$ cat src/rtl/fifo_wr_arbiter_if.sv
// rtl/fifo_wr_arbiter_if.sv - requester/FIFO write-port bundle shared by fifo_wr_arbiter and its environment
interface fifo_wr_arbiter_if #(
    parameter int NREQ  = 4,
    parameter int DSIZE = 4
);
    logic [NREQ-1:0]       req_vld;
    logic [NREQ*DSIZE-1:0] req_data;
    logic [NREQ-1:0]       req_ack;
    logic [NREQ-1:0]       gnt;
    logic                  flush_req;
    logic                  flush_done;
    logic                  fifo_full;
    logic                  fifo_near_full;
    logic                  fifo_wen;
    logic [DSIZE-1:0]      fifo_wdata;
    logic                  fifo_wptr_clr;

    modport master (
        input  req_vld, req_data, flush_req, fifo_full, fifo_near_full,
        output req_ack, gnt, flush_done, fifo_wen, fifo_wdata, fifo_wptr_clr
    );

    modport slave (
        output req_vld, req_data, flush_req, fifo_full, fifo_near_full,
        input  req_ack, gnt, flush_done, fifo_wen, fifo_wdata, fifo_wptr_clr
    );
endinterface

$ cat src/rtl/fifo_wr_arbiter.sv
// rtl/fifo_wr_arbiter.sv - round-robin bounded-burst FIFO write-port arbiter with flush sequencing; WARB_STATS_EN adds stat_cnt
module fifo_wr_arbiter #(
    parameter int NREQ  = 4,
    parameter int DSIZE = 4,
    parameter int BURST = 4
) (
    input  logic              clk,
    input  logic              rst,
    fifo_wr_arbiter_if.master bus
`ifdef WARB_STATS_EN
    ,
    output logic [NREQ*16-1:0] stat_cnt
`endif
);

    localparam int IW = (NREQ > 1) ? $clog2(NREQ) : 1;

    typedef enum logic [1:0] {
        IDLE  = 2'd0,
        GRANT = 2'd1,
        FLUSH = 2'd2
    } state_t;

    state_t            state;
    logic [IW-1:0]     last;      // most recent winner; also the active grantee while in GRANT
    logic [7:0]        count;
    logic [NREQ-1:0]   gnt_q;
    logic              clr_q;

    logic [IW-1:0]     cand;
    logic [IW-1:0]     pick_idx;
    logic              pick_any;
    logic              wen;
    logic [NREQ-1:0]   ack;
    logic [DSIZE-1:0]  cur_data;

    // Round-robin search starting at last+1; walking downward lets the closest candidate win.
    always_comb begin
        pick_any = 1'b0;
        pick_idx = last;
        cand     = '0;
        for (int i = NREQ; i >= 1; i--) begin
            cand = IW'((int'(last) + i) % NREQ);
            if (bus.req_vld[cand]) begin
                pick_any = 1'b1;
                pick_idx = cand;
            end
        end
    end

    // Write strobe and data path for the granted requester; flush and full both veto the write.
    always_comb begin
        cur_data  = bus.req_data[int'(last)*DSIZE +: DSIZE];
        wen       = (state == GRANT) && bus.req_vld[last] && !bus.fifo_full && !bus.flush_req;
        ack       = '0;
        ack[last] = wen;
    end

    assign bus.fifo_wen      = wen;
    assign bus.fifo_wdata    = (state == GRANT) ? cur_data : '0;
    assign bus.req_ack       = ack;
    assign bus.gnt           = gnt_q;
    assign bus.fifo_wptr_clr = clr_q;
    assign bus.flush_done    = clr_q;

    // Arbitration FSM: IDLE picks a winner, GRANT streams up to BURST words, FLUSH issues one clear.
    always_ff @(posedge clk or posedge rst) begin
        if (rst) begin
            state <= IDLE;
            last  <= IW'(NREQ - 1);
            count <= '0;
            gnt_q <= '0;
            clr_q <= 1'b0;
        end else begin
            clr_q <= 1'b0;
            case (state)
                IDLE: begin
                    if (bus.flush_req) begin
                        state <= FLUSH;
                        clr_q <= 1'b1;
                    end else if (pick_any && !bus.fifo_near_full) begin
                        state <= GRANT;
                        gnt_q <= NREQ'(1) << pick_idx;
                        last  <= pick_idx;
                        count <= '0;
                    end
                end
                GRANT: begin
                    if (bus.flush_req) begin
                        state <= FLUSH;
                        gnt_q <= '0;
                        clr_q <= 1'b1;
                    end else if (!bus.req_vld[last]) begin
                        state <= IDLE;
                        gnt_q <= '0;
                    end else if (wen) begin
                        count <= count + 8'd1;
                        if (count == 8'(BURST - 1)) begin
                            state <= IDLE;
                            gnt_q <= '0;
                        end
                    end
                end
                FLUSH: begin
                    // A flush_req seen here is absorbed; the pointer clear has already been issued.
                    state <= IDLE;
                end
                default: begin
                    state <= IDLE;
                    gnt_q <= '0;
                end
            endcase
        end
    end

`ifdef WARB_STATS_EN
    logic [15:0] stat_q [NREQ];

    // Per-requester accepted-word counters, saturating, wiped by reset and by a flush.
    always_ff @(posedge clk or posedge rst) begin
        if (rst) begin
            for (int i = 0; i < NREQ; i++) stat_q[i] <= '0;
        end else if (state == FLUSH) begin
            for (int i = 0; i < NREQ; i++) stat_q[i] <= '0;
        end else begin
            for (int i = 0; i < NREQ; i++) begin
                if (ack[i] && (stat_q[i] != 16'hFFFF)) stat_q[i] <= stat_q[i] + 16'd1;
            end
        end
    end

    // Flatten counters onto the output bus, requester i at bits [i*16 +: 16].
    always_comb begin
        stat_cnt = '0;
        for (int i = 0; i < NREQ; i++) stat_cnt[i*16 +: 16] = stat_q[i];
    end
`endif

endmodule

$ cat src/flat_wrapper.sv
// flat-port wrapper written by rule: the top's interface ports become plain ports
module fifo_wr_arbiter_flat 
#(
    parameter int NREQ  = 4,
    parameter int DSIZE = 4,
    parameter int BURST = 4
)
  (clk, rst, bus_req_vld, bus_req_data, bus_flush_req, bus_fifo_full, bus_fifo_near_full, bus_req_ack, bus_gnt, bus_flush_done, bus_fifo_wen, bus_fifo_wdata, bus_fifo_wptr_clr);
  fifo_wr_arbiter_if #(.NREQ(NREQ), .DSIZE(DSIZE)) bus_i ();
  input  logic clk;
  input  logic rst;
  input wire logic [$bits(bus_i.req_vld)-1:0] bus_req_vld;
  input wire logic [$bits(bus_i.req_data)-1:0] bus_req_data;
  input wire logic [$bits(bus_i.flush_req)-1:0] bus_flush_req;
  input wire logic [$bits(bus_i.fifo_full)-1:0] bus_fifo_full;
  input wire logic [$bits(bus_i.fifo_near_full)-1:0] bus_fifo_near_full;
  output wire logic [$bits(bus_i.req_ack)-1:0] bus_req_ack;
  output wire logic [$bits(bus_i.gnt)-1:0] bus_gnt;
  output wire logic [$bits(bus_i.flush_done)-1:0] bus_flush_done;
  output wire logic [$bits(bus_i.fifo_wen)-1:0] bus_fifo_wen;
  output wire logic [$bits(bus_i.fifo_wdata)-1:0] bus_fifo_wdata;
  output wire logic [$bits(bus_i.fifo_wptr_clr)-1:0] bus_fifo_wptr_clr;
  assign bus_i.req_vld = bus_req_vld;
  assign bus_i.req_data = bus_req_data;
  assign bus_i.flush_req = bus_flush_req;
  assign bus_i.fifo_full = bus_fifo_full;
  assign bus_i.fifo_near_full = bus_fifo_near_full;
  assign bus_req_ack = bus_i.req_ack;
  assign bus_gnt = bus_i.gnt;
  assign bus_flush_done = bus_i.flush_done;
  assign bus_fifo_wen = bus_i.fifo_wen;
  assign bus_fifo_wdata = bus_i.fifo_wdata;
  assign bus_fifo_wptr_clr = bus_i.fifo_wptr_clr;
  fifo_wr_arbiter #(.NREQ(NREQ), .DSIZE(DSIZE), .BURST(BURST)) u_core (.clk(clk), .rst(rst), .bus(bus_i));
endmodule
$ cat config.mk
export PLATFORM = sky130hd
export DESIGN_NAME = fifo_wr_arbiter_flat
export DESIGN_NICKNAME = d
export VERILOG_FILES = /design/src/rtl/fifo_wr_arbiter_if.sv /design/src/rtl/fifo_wr_arbiter.sv /design/src/flat_wrapper.sv
export SDC_FILE = /design/constraint.sdc
export NUM_CORES = 1
export LEC_CHECK = 0
export ABC_CLOCK_PERIOD_IN_PS = 2400
export CAP_MARGIN = 20
export CORE_MARGIN = 2
export CORE_UTILIZATION = 41
export CTS_CLUSTER_SIZE = 20
export DETAILED_ROUTE_END_ITERATION = 6
export MAX_ROUTING_LAYER = met4
export PLACE_DENSITY = 0.76
export SLEW_MARGIN = 0
export SYNTH_ARGS = -nofsm -noshare
export SYNTH_HDL_FRONTEND = slang
export SYNTH_SLANG_ARGS = --single-unit
$ cat constraint.sdc
create_clock -name clk -period 2.4 [get_ports clk]
set_clock_uncertainty 0.2 [all_clocks]
set_input_delay 0.48 -clock clk [delete_from_list [all_inputs] [get_ports clk]]
set_output_delay 0.48 -clock clk [all_outputs]
set_load 0.01 [all_outputs]
==> results of run 1 <==
==> power breakdown <==
group          total, mW  switching (mW)  internal, mW
Sequential         0.401          0.0474         0.354
Clock              0.168           0.104        0.0638
Combinational      0.992           0.425         0.567
Total               1.56           0.577         0.985
==> path summary, 6_finish.rpt <==
kind / start / to / slack [ns] / cells past startpoint
setup reg to reg: u_core.last[1] / u_core.bus.gnt[2] / -0.02 / 9
hold reg to reg: u_core.bus.gnt[3] / u_core.bus.gnt[3] / 0.31 / 1
max in group asynchronous: rst / u_core.count[4] / 1.25 / 2
min in group asynchronous: rst / u_core.count[6] / 0.33 / 2
hold / removal: u_core.bus.gnt[3] / u_core.bus.gnt[3] / 0.31 / 1
setup / recovery: bus_req_vld[1] / bus_fifo_wen / -0.21 / 6
==> cells in the final DEF, fill, tap and decap left out, types with 3 or more instances in the layout <==
| master | n |
|---|---|
| clkdlybuf4s50_1 | 28 |
| buf_4 | 28 |
| dfrtp_1 | 15 |
| nand2_1 | 11 |
| buf_6 | 7 |
| nor2_1 | 6 |
| o21ai_0 | 6 |
| mux4_2 | 5 |
| and2_4 | 5 |
| nor2b_1 | 4 |
| mux2i_1 | 4 |
| nand4_1 | 4 |
| nor3_1 | 4 |
| nand3_1 | 4 |
| ha_1 | 4 |
| nand2b_1 | 3 |
| a21oi_1 | 3 |
| and2_1 | 3 |
| clkbuf_4 | 3 |
| buf_2 | 3 |
==> metal layers <==
layer | vias to the layer above | wire (um) | track usage
li1 | 587 | - | -
met4 | 0 | 116 | 0.116
met1 | 583 | 1380 | 0.245
met2 | 36 | 1880 | 0.416
met3 | 15 | 126 | 0.0505
met5 | - | 0 | -
==> synthesized netlist by cell type, types with 2 or more instances <==
cell	count	area, um2
a21oi_1	3	15.0
ha_1	5	62.6
nor3_1	4	20.0
nand4_1	4	25.0
nor4_1	2	12.5
mux2_2	2	22.5
buf_4	2	15.0
o2bb2ai_1	2	17.5
mux4_2	5	113
dfstp_2	2	52.6
dfrtp_1	15	375
nand2b_1	3	18.8
and2_1	8	50.1
inv_1	3	11.3
mux2i_1	4	40.0
nand3_1	4	20.0
nor2_1	6	22.5
o21ai_0	7	35.0
a32o_1	2	20.0
buf_2	3	15.0
nor2b_1	4	25.0
nand2_1	11	41.3
==> flip-flops by register name, summed over array words and instances, names as in the netlist <==
signal,cells
u_core.bus.fifo_wptr_clr,1
u_core.bus.gnt,4
u_core.count,8
u_core.state,2
u_core.last,2
==> kinds of logic after synthesis <==
family,Yosys count,synth area share
and+or+nand+nor,52,0.252
xor gates and xnor gates,1,0.00725
DFF,17,0.354
muxes,11,0.145
AOI/OAI and AO/OA,26,0.152
adders and majority gates,5,0.0518
buffers and inverters,9,0.0383
==> worst max-delay path, delay by kind of cell <==
family	cells	cell delay (ns)
buffers and inverters	4	0.80
and+or+nand+nor	1	0.16
muxes	1	0.49
==> area by class of cell <==
type | count | area (um2)
repair buffers | 69 | 626
clock buffers | 3 | 22.5
fillers | 219 | 876
inverters | 3 | 11.3
flip-flops and latches | 17 | 428
well taps | 31 | 38.8
multi-input cells | 95 | 772
clock inverters | 1 | 7.51
==> metrics by stage <==
step	setup slack [ns]	hold slack [ns]	cell area (um2)	util
floorplan	0.0502	0.205	1220	-
global placement	-0.474	0.281	1810	0.650
detailed placement	-0.537	0.277	1810	0.650
CTS	-0.211	0.313	1880	0.677
global route	-0.254	0.345	1910	0.685
finish	-0.214	0.306	1910	0.685
==> timing repair <==
action                                  4_1_cts  5_1_grt
pin swaps                                     4        3
resized for setup                            47        7
endpoints found under the setup margin       12       15
buffers inserted                              6        0
==> results.json, run 1 <==
{
  "status": "finished, violations left",
  "failed_checks": "setup timing",
  "drc": 0,
  "synth_cell_types": 42,
  "antenna_found_initial": 0,
  "overflow": 0,
  "relSlewSlack": 0.578,
  "grt_usage": 0.235,
  "route.vias.total": 1221,
  "root_buffer": "clkbuf_4",
  "rsz0062_at_grt": "yes",
  "slowest_delay_ns": 0.49,
  "clock_path_buffers": 2,
  "finalSetupViolations": 11,
  "drt_pre_antenna_iters": 4,
  "worstPathArrival_ns": 1.93,
  "syn_inst": 121,
  "worst_pin_slew_ns": 0.633,
  "htreeDepth": 1,
  "peakVddDrop_mv": 0.776,
  "syn_avg_cell_area_um2": 9.99,
  "fin_ws_ns": -0.214,
  "leakage_nw": 0.843,
  "io-pin-count": 40,
  "cp_cell_sequence": "clkdlybuf4s50_1, mux4_2, nor4b_4, buf_4, buf_4, buf_6",
  "cp_common_cell": "buf_4",
  "synth_area_um2": 1210,
  "p_per_area_nw_per_um2": 820,
  "grt_max_degree": 18,
  "ys.flop_type": "dfrtp_1",
  "start_kind": "input pin",
  "syn_to_final_growth_pct": 57.7,
  "max-cap-violations": 0,
  "hold_viol_final": 0,
  "crit_required_ns": 1.72,
  "synth_async_sr_flop_share": 1.00,
  "holdCritPathClass": "register to register",
  "clk_latency_ns": 0.31,
  "fin_cells": 219,
  "rows": 19,
  "ys_warn_count": 0,
  "place_inst": 209,
  "cts_hold_buf": 0,
  "die_area_um2": 3400,
  "cts_sinks": 17,
  "fin_crit_sh": 1.09,
  "drive_above_1_share": 0.346,
  "wl_per_cell_um": 16.0,
  "viasPerCell": 5.58,
  "path_max_fanout": 3,
  "totalWireLength_um": 3510,
  "cpMaxStageDelayCell": "mux4_2",
  "grt_first_pass_wirelength_um": 5840,
  "crit_path_end_kind": "output port",
  "cts_buffers": 3,
  "fmax_mhz": 383,
  "num-nets-final": 219,
  "syn_nets": 151,
  "route.antenna.remaining_nets": 0,
  "gp_congestion": 0.906,
  "drtIter0Drc": 26,
  "die_w_um": 58.3,
  "synth-edff-count": 0,
  "crit_type": "input pin to output port",
  "finalPower_mw": 1.56,
  "min_period_ns": 2.61,
  "yosysSeqAreaShare": 0.354,
  "hpwl_um": 2740,
  "fin_tns_setup_ns": -1.23,
  "slew_violations": 0,
  "initial_core_util": 0.435,
  "fp.coreArea_um2": 2780,
  "clkTransAtPathRegs_ns": 0.11,
  "tritoncts": "yes",
  "grt_pass1_vias": 1335,
  "fp.dieH_um": 58.3,
  "yosys_register_bits": 17,
  "numPortBuffers": 39,
  "n_antenna_cell": 0
}
Note: power is estimated with default switching activity, not from simulation.
==> run 2, diff against run 1 <==
--- a/config.mk
+++ b/config.mk
@@ -5,7 +5,6 @@
 export SDC_FILE = /design/constraint.sdc
 export NUM_CORES = 1
 export LEC_CHECK = 0
-export ABC_CLOCK_PERIOD_IN_PS = 2400
 export CAP_MARGIN = 20
 export CORE_MARGIN = 2
 export CORE_UTILIZATION = 41
@@ -13,7 +12,7 @@
 export DETAILED_ROUTE_END_ITERATION = 6
 export MAX_ROUTING_LAYER = met4
 export PLACE_DENSITY = 0.76
-export SLEW_MARGIN = 0
+export SLEW_MARGIN = 20
 export SYNTH_ARGS = -nofsm -noshare
 export SYNTH_HDL_FRONTEND = slang
 export SYNTH_SLANG_ARGS = --single-unit
==> results of run 2 <==
No change in the layout: final DEF, timing and power equal those of run 1.
==> run 3, diff against run 2 <==
--- a/config.mk
+++ b/config.mk
@@ -5,13 +5,14 @@
 export SDC_FILE = /design/constraint.sdc
 export NUM_CORES = 1
 export LEC_CHECK = 0
-export CAP_MARGIN = 20
+export ABC_AREA = 1
+export CAP_MARGIN = 0
 export CORE_MARGIN = 2
-export CORE_UTILIZATION = 41
+export CORE_UTILIZATION = 43
 export CTS_CLUSTER_SIZE = 20
 export DETAILED_ROUTE_END_ITERATION = 6
 export MAX_ROUTING_LAYER = met4
-export PLACE_DENSITY = 0.76
+export PLACE_DENSITY = 0.77
 export SLEW_MARGIN = 20
 export SYNTH_ARGS = -nofsm -noshare
 export SYNTH_HDL_FRONTEND = slang
==> results.json, run 3 <==
{
  "status": "finished, final reports clean",
  "synth_area_um2": 1370,
  "final_cell_mix": "nand2_1 (42), nor2_1 (37), clkdlybuf4s50_1 (27)",
  "crit_path_end_kind": "output port",
  "synth_mux_area_frac": 0,
  "comb_power_share": 0.686,
  "grt_use_met1": 0.263,
  "initial_core_util": 0.450,
  "die_w_um": 60.5,
  "drt_pre_antenna_iters": 4,
  "synth.most_common_cell": "nand2_1",
  "synthTopCellsByArea": "dfrtp_1 (27%), nand2_1 (13%), nor2_1 (10%), nand3_1 (6.9%), inv_1 (6.8%)",
  "timing.reg2reg.setup_slack_ns": 0.12,
  "yosys_register_bits": 17,
  "clock_path_buffers": 2,
  "route.antenna.remaining_nets": 0,
  "synth_async_sr_flop_share": 1.00,
  "finalSetupViolations": 0,
  "syn_inst": 205,
  "n_antenna_cell": 0,
  "rsz0062_at_grt": "yes",
  "path_max_fanout": 6,
  "synth-xor-area-share": 0.0255,
  "relSlewSlack": 0.558,
  "p_switching_uw": 777,
  "peakVddDrop_mv": 0.575,
  "grt_usage": 0.209,
  "clkTransAtPathRegs_ns": 0.10,
  "nFillCells": 262,
  "fmax_mhz": 419,
  "synthAdderAreaFrac": 0.0456,
  "grt_pass1_vias": 1334,
  "syn_to_final_growth_pct": 47.8,
  "overflow": 0,
  "wl_per_cell_um": 11.5,
  "slew_violations": 0,
  "rows": 20,
  "finalPower_mw": 1.74,
  "synth_cell_types": 27,
  "viasPerCell": 4.70,
  "io-pin-count": 40,
  "worstPathArrival_ns": 1.71,
  "clk_latency_ns": 0.29,
  "largest_reg_flops": 8,
  "grt_max_degree": 18,
  "hold_viol_final": 0,
  "synthSimpleGateAreaFrac": 0.421,
  "synth_top_cell_by_area": "dfrtp_1",
  "max-cap-violations": 0,
  "gp_congestion": 0.812,
  "fin_util": 0.664,
  "finalInstanceArea_um2": 2030,
  "regMostFlops": "u_core.count",
  "crit_required_ns": 1.72,
  "min_period_ns": 2.39,
  "ys_warn_count": 0,
  "synth-edff-count": 0,
  "final_common_cell": "nand2_1",
  "sequentialPowerShare": 0.224,
  "synth_commonest_cells": "nand2_1 (49), nor2_1 (38), inv_1 (25)",
  "holdCritPathClass": "register to register",
  "pwr-share-clk": 0.090,
  "yosysSeqAreaShare": 0.312,
  "fin_tns_setup_ns": 0,
  "drc": 0,
  "antenna_found_initial": 0,
  "worst_pin_slew_ns": 0.662,
  "dpl_cell_area_um2": 1850,
  "syn_avg_cell_area_um2": 6.70,
  "tritoncts": "yes",
  "leakage_nw": 1.05,
  "hpwl_um": 2460,
  "fp.dieH_um": 60.5,
  "use_met2": 0.356,
  "htreeDepth": 1,
  "ys.flop_type": "dfrtp_1",
  "root_buffer": "clkbuf_4",
  "cts_buffers": 3,
  "die_area_um2": 3660,
  "drive_above_1_share": 0.275,
  "synth_top_family_by_area": "simple AND/OR/NAND/NOR gates",
  "numPortBuffers": 39,
  "grt_first_pass_wirelength_um": 5660,
  "totalWireLength_um": 3520,
  "start_kind": "register",
  "syn_nets": 235,
  "grtUsageMet3": 0.0448,
  "fp.coreArea_um2": 3050,
  "fin_crit_sh": 0.996,
  "switching_share": 0.447,
  "drtIter0Drc": 52,
  "crit_type": "register to output port",
  "yosys.area.top_type_share": 0.273,
  "route.vias.total": 1437,
  "synth_compound_area_frac": 0.0802,
  "top_usage_layer": "met2",
  "internal-power_uw": 960,
  "cts_sinks": 17,
  "p_per_area_nw_per_um2": 856,
  "num-nets-final": 293
}
-- run 3: metal layers --
layer	share of wire	up-vias	wire, um
li1	-	762	-
met1	0.44	637	1550
met2	0.51	34	1810
met3	0.041	4	143
met4	0.0051	0	18
met5	0	-	0
-- run 3: path summary, 6_finish.rpt --
check | start | endpoint | cells past startpoint
max | u_core.last[0] | bus_req_ack[3] | 10
min | u_core.bus.gnt[3] | u_core.bus.gnt[3] | 2
max reg2reg | u_core.last[0] | u_core.count[1] | 12
min reg2reg | u_core.bus.gnt[3] | u_core.bus.gnt[3] | 2
max in group asynchronous | rst | u_core.count[4] | 2
min in group asynchronous | rst | u_core.count[7] | 2
-- run 3: metrics by stage --
step | setup slack (ns) | hold slack (ns) | instances
final | 0.0108 | 0.298 | 306
after CTS | -0.0201 | 0.303 | 301
after global routing | -0.0939 | 0.336 | 306
after detailed placement | -0.411 | 0.268 | 291
after floorplan | 0.0853 | 0.205 | 205
after global placement | -0.383 | 0.265 | 291
-- run 3: power groups by stage --
stage	combinational (mW)	sequential, mW	clock [mW]
floorplan	0.662	0.396	0
global placement	0.931	0.391	0
detailed placement	0.941	0.392	0
CTS	1.00	0.389	0.161
global route	1.32	0.396	0.174
finish	1.19	0.389	0.156
-- run 3: worst max-delay path, stage by stage (launching register included) --
cell     delay (ns)
dfstp_2        0.60
buf_12         0.13
buf_6          0.10
nand2_4        0.05
nand2_4        0.06
nand2_2        0.05
nand3_2        0.08
nor2_2         0.05
nand2_2        0.10
nor2_1         0.06
buf_2          0.13
-- run 3: kinds of logic after synthesis --
kind of cell,Yosys count
AND/OR/NAND/NOR,126
AO/OA/AOI/OAI,19
flip-flops,17
buffers and inverters,34
XOR/XNOR,4
adder cells (fa/ha/maj),5
-- run 3: timing repair --
| action | CTS | global route |
|---|---|---|
| pin swaps | 0 | 8 |
| endpoints found under the setup margin | 13 | 23 |
| hold buffers | 0 | 0 |
| setup buffers | 6 | 5 |
| resized for setup | 29 | 34 |
| cloned | 0 | 0 |
| endpoints found under the hold margin | 0 | 0 |
-- run 3: final cells by class --
type	count	area, um2	share of cell area
clock buffer	3	22.5	0.0111
clock inverter	1	5.00	0.00247
inverter	27	104	0.0512
multi-input combinational	154	851	0.419
sequential	17	428	0.211
tap	44	55.1	0.0271
timing repair buffer	60	563	0.278
